$ cat src/rtl/incrementer.sv
// incrementer: fetch-stage PC incrementer with a combinational pcin + STEP path
// and an optional registered PC with enable and redirect load.
module incrementer #(
    parameter int               WIDTH    = 32,
    parameter int               STEP     = 4,
    parameter logic [WIDTH-1:0] RESET_PC = '0
) (
    input  logic             clk,
    input  logic             rst,
    input  logic [WIDTH-1:0] pcin,
    output logic [WIDTH-1:0] pcout,
    output logic             wrap,
    output logic             misaligned,
    input  logic             en,
    input  logic             load,
    input  logic [WIDTH-1:0] load_addr,
    output logic [WIDTH-1:0] pc_q,
    output logic [WIDTH-1:0] pc_next_q
);
    // Widen by one bit so the carry-out lands on wrap.
    assign {wrap, pcout} = {1'b0, pcin} + (WIDTH+1)'(STEP);
    assign misaligned    = |pcin[1:0];
    assign pc_next_q     = pc_q + WIDTH'(STEP);

    always_ff @(posedge clk or posedge rst)
        if (rst)       pc_q <= RESET_PC;
        else if (load) pc_q <= load_addr;
        else if (en)   pc_q <= pc_next_q;
endmodule

$ cat config.mk
export PLATFORM = sky130hd
export DESIGN_NAME = incrementer
export DESIGN_NICKNAME = d
export VERILOG_FILES = /design/src/rtl/incrementer.sv
export SDC_FILE = /design/constraint.sdc
export NUM_CORES = 1
export LEC_CHECK = 0
export CAP_MARGIN = 20
export CORE_MARGIN = 2
export CORE_UTILIZATION = 36
export DETAILED_ROUTE_END_ITERATION = 7
export PLACE_DENSITY = 0.83
export REMOVE_ABC_BUFFERS = 1
export SLEW_MARGIN = 15
export SYNTH_ARGS = -nofsm -noshare
export SYNTH_HDL_FRONTEND = slang
export SYNTH_SLANG_ARGS = --single-unit
$ cat constraint.sdc
create_clock -name clk -period 1.9 [get_ports clk]
set_input_delay 0.285 -clock clk [delete_from_list [all_inputs] [get_ports clk]]
set_output_delay 0.285 -clock clk [all_outputs]
set_load 0.05 [all_outputs]
=== After elaboration in Yosys (flattened, before gate mapping) ===
Cells that the tools add are included.

* Bits in read-only memories: 0
* Input port bits: 68
* Bits in writable memories: 0
* Register bits after elaboration: 32
* Memories: 0
* Bits in latches: 0
* Output and inout port bits: 98

* Multiplexer cells: 2
* Divide/modulo/power cells: 0
* Multipliers: 0
* $add $sub $neg: 2
* Eq/ne operators: 0
* Bitwise logic cells: 0
* Shift-type cells: 0
* Magnitude comparators: 0
* Reduce and logical (&&, ||, !) cells: 2

{| class="wikitable"
|+ Operators with widths
! kind !! count
|-
| $mux 32 || 2
|-
| $add 32x3->33 const B || 1
|-
| $add 32x3->32 const B || 1
|-
| $reduce_bool 2->1 || 1
|-
| $reduce_or 2->1 || 1
|}

=== Depth between registers and ports, before layout ===
Gate-level depths: netlist of run 1.

* Depth in word-level cells: 3
* Gate-level depth with buffers: 6
* Mapped depth without buffers: 5

=== Worst setup path before layout of run 1 ===
OpenSTA, ideal clock, no wires.

* Kind: flip-flop to output port
* From: register pc_q[2]
* To: output pc_next_q[26]
* Setup slack: -1.020 ns
* Buffers on the path: 0
* Stages on the path, launching flop included: 6
* Data arrival time: 2.635 ns
* Cells stage by stage: dfrtp_1 > ha_1 > nand3_1 > nor4_4 > nand3_1 > xnor2_1

* Cells in the longest elaborated chain, start to end: 1

{| class="wikitable"
|+ RTL lines
! what !! line !! RTL
|-
| start, declared || 17 || <nowiki>output logic [WIDTH-1:0] pc_q,</nowiki>
|-
| start signal, assigned || 27 || <nowiki>else if (load) pc_q <= load_addr;</nowiki>
|-
| start signal, assigned || 28 || <nowiki>else if (en) pc_q <= pc_next_q;</nowiki>
|-
| $add 32x3->32 || 23 || <nowiki>assign pc_next_q = pc_q + WIDTH'(STEP);</nowiki>
|-
| end, declared || 18 || <nowiki>output logic [WIDTH-1:0] pc_next_q</nowiki>
|}

No other way between the ends.

=== Final worst setup path of run 1 ===
* From: register pc_q[11]
* To: register pc_q[29]

* Cells in the longest elaborated chain, start to end: 3

{| class="wikitable"
|+ RTL lines
! what !! line
|-
| $add 32x3->32 || 23
|-
| $mux 32 || 28
|-
| $mux 32 || 27
|}

No other way between the ends. The select of a mux whose other input is x is not followed.
A chain may end at the register's enable or synchronous reset.

==> flow_summary.yaml, run 1 <==
run_status:
  status: "finished, violations left"
  violations: "negative setup slack"
finish:
  final_layout_size_suffix_gt1_share_pct: 59.1
  largest_register_ff_count: 32
  leading_registers_by_flop_count: "pc_q: 32 flops"
  finalCoreUtilization_pct: 92.8
  finish.cell_count_without_fillers: 785
  regMostFlops: "pc_q"
  layout-area-overhead-vs-synth_pct: 151
  finalNetCount: 748
sta:
  rsz0062_at_grt: "yes"
  maxClockFrequency_ghz: 0.385
  timing.setup.tns_ns: -13.49
  final_min_period_over_clock_period_pct: 137
  finalSetupViolations: 53
  timing.clock.skew_ns: 0.00985
  max_slew_violation_count: 0
  worstMarginPinSlew_ns: 0.865
  finalWorstPathRequiredPeriod_ns: 2.60
  timing.max_slew.rel_slack_pct: 41.9
  hold_viol: 0
  setup_ws_ns: -0.701
synth:
  yosys.area.top_type: "dfrtp_1"
  synth.area.top_cells: "dfrtp_1, xnor2_1, nand2_1"
  dominantRegCellSynth: "dfrtp_1"
  netlist_top_cells_count: "nand2_1, xnor2_1, dfrtp_1, nand3_1, nor2_1"
  yosys_register_bits: 32
  synth-edff-count: 0
  netlist.area_leader.share_pct: 26.5
  seq_total_area_yosys_pct: 26.5
  synth.avg_cell_area_um2: 7.90
  synthArstFlopShare_pct: 100
  yosys_warnings: 0
  count_of_mapped_cells_out_of_synthesis: 382
  synth_most_common_cell: "nand2_1"
  mappedNetlistArea_um2: 3020
  yosysUniqueCellTypes: 47
worst_setup_path:
  timing.rr.start: "pc_q[11]"
  critical_path_peak_fanout: 3
  critical_path.startpoint_type: "flop"
  timing.critical_path.arrival_ns: 2.81
  regToRegSetupSlack_ns: -0.70
  rr_worst_depth: 8
  worst_r2r_endpoint: "pc_q[29]"
  cp.required_ns: 2.11
  critical_path_capture_point_type: "flop"
  critPathKind: "reg -> reg"
clock_network:
  root_buffer: "clkbuf_8"
  worstSkewPairLatency_ns: 0.30
  ctsLongestPathBuffers: 2
  cts.htree.levels: 2
  clock-sinks: 32
  hold_buffers: 0
  clk_transition_reported_paths_ns: 0.08
  numCtsBuffers: 5
  tritoncts: "yes"
placed_design:
  placedCellCount: 726
  placer_congestion_estimate: 0.879
  port_buffers: 165
  hpwl_mm: 9.99
route:
  num_vias: 5154
  antenna_left: 0
  total_wire_length_mm: 22.4
  detail_route.drc_violations: 0
  drt_iter0_drc: 703
  detail_route.first_pass.iterations: 5
  vias_cell: 6.57
  wl_per_cell_um: 28.6
global_route:
  groute.usage.overall_pct: 37.0
  first_pass_grt_wire_length_mm: 25.6
  grt.overflow.total: 0
  first_global_vias: 4685
  grt_max_degree: 33
  antenna_found_initial: 1
job:
  cap_violations: 0
die:
  initial_utilization_pct: 36.9
  die-width_um: 95.6
  io_pins: 166
  floorplan.die_area_um2: 9130
  coreArea_um2: 8180
  fp-row-count: 33
  die_y_um: 95.6
hold_path:
  min-delay-path-class: "in -> async"
power:
  power_density_nw_per_um2: 536
  peak_supply_drop_mv: 0.723
  total_leakage_power_nw: 3.47
[cell type report]
class	instances	area, µm²
repair buffers	318	3510
fillers	235	589
clock buffers	6	72.6
well taps	105	131
multi-input cells	307	2980
clock inverters	2	35.0
flip-flops and latches	32	810
inverters	14	52.6
diodes	1	2.50
[cells in the final DEF (no fill, tap or decap), types with 5 or more instances in the layout]
| cell | Yosys | final |
|---|---|---|
| xor2_2 | 0 | 7 |
| dlygate4sd2_1 | 0 | 10 |
| o21ai_0 | 16 | 14 |
| nand2_1 | 51 | 42 |
| buf_6 | 1 | 40 |
| clkbuf_16 | 0 | 6 |
| clkbuf_8 | 0 | 5 |
| xor2_1 | 21 | 10 |
| nor4_4 | 2 | 6 |
| nor3_4 | 1 | 5 |
| nand3_1 | 32 | 17 |
| buf_12 | 0 | 57 |
| inv_1 | 13 | 12 |
| and3_4 | 0 | 6 |
| dfrtp_1 | 32 | 25 |
| nor2_4 | 0 | 6 |
| buf_4 | 11 | 154 |
| nand3_2 | 0 | 5 |
| dfrtp_2 | 0 | 7 |
| xnor2_4 | 0 | 9 |
| nand3_4 | 0 | 10 |
| nand4_1 | 26 | 26 |
| clkdlybuf4s50_1 | 0 | 42 |
| nor3_1 | 9 | 5 |
| nor2_2 | 0 | 5 |
| xnor2_2 | 0 | 22 |
| nand2_4 | 0 | 5 |
| nor2_1 | 28 | 17 |
| xnor2_1 | 50 | 19 |
[worst max-delay path, stage by stage (launching register included)]
cell and delay [ns]:
dfrtp_1 0.42, nand4_1 0.24, buf_4 0.22, buf_6 0.13
buf_6 0.11, buf_6 0.11, nor4_2 0.71, nand4_1 0.29
a31oi_4 0.27
[where the power goes]
part	switching (W)	total, W	internal [W]
Clock	0.000306	0.000696	0.000390
Sequential	0.000115	0.000865	0.000750
Combinational	0.00143	0.00251	0.00107
[worst max-delay path by stage]
stage / startpoint / slack [ns] / end / depth (start not counted)
2_1_floorplan: pc_q[2] / -1.06 / pc_next_q[22] / 5
3_3_place_gp: pcin[14] / -0.52 / pcout[26] / 7
3_5_place_dp: pcin[14] / -0.55 / pcout[31] / 7
4_1_cts: pc_q[10] / -0.31 / pc_next_q[29] / 6
5_1_grt: pc_q[11] / -0.68 / pc_q[29] / 8
6_report: pc_q[11] / -0.70 / pc_q[29] / 8
[cell families after synthesis]
group	synth area share (%)
AOI/OAI and AO/OA	8.29
xor gates and xnor gates	20.6
adders and majority gates	0.829
buffers and inverters	7.30
DFF	26.5
muxes	1.41
and+or+nand+nor	35.0
[layer usage]
layer	vias up	global-route usage, %	share of wire, %
li1	1927	-	-
met1	2377	40.3	30
met2	590	63.9	45
met3	260	9.88	13
met4	0	22.6	12
met5	-	0	0
[metrics by stage]
| stage | instance area (µm²) | worst slack [ns] | total power [W] | hold WS, ns |
|---|---|---|---|---|
| 3_5_place_dp | 5950 | -0.548 | 0.00289 | 0.532 |
| 6_report | 7590 | -0.701 | 0.00407 | 0.461 |
| 5_1_grt | 7590 | -0.682 | 0.00414 | 0.469 |
| 2_1_floorplan | 2850 | -1.06 | 0.00180 | 0.376 |
| 3_3_place_gp | 5950 | -0.522 | 0.00284 | 0.525 |
| 4_1_cts | 6870 | -0.308 | 0.00375 | 0.373 |
[timing repair]
| item | in CTS | in global routing |
|---|---|---|
| endpoints found under the setup margin | 54 | 66 |
| gates resized for setup | 202 | 116 |
| pin swaps | 47 | 72 |
| cloned | 1 | 0 |
| setup buffers | 25 | 27 |
No activity file was read; power rests on OpenSTA's default activity.
==> run 2, diff against run 1 <==
ABC_CLOCK_PERIOD_IN_PS = 1900   (was default)
CAP_MARGIN = default   (was 20)
==> results of run 2 <==
The final DEF is identical to that of run 1; final timing and power are the same.
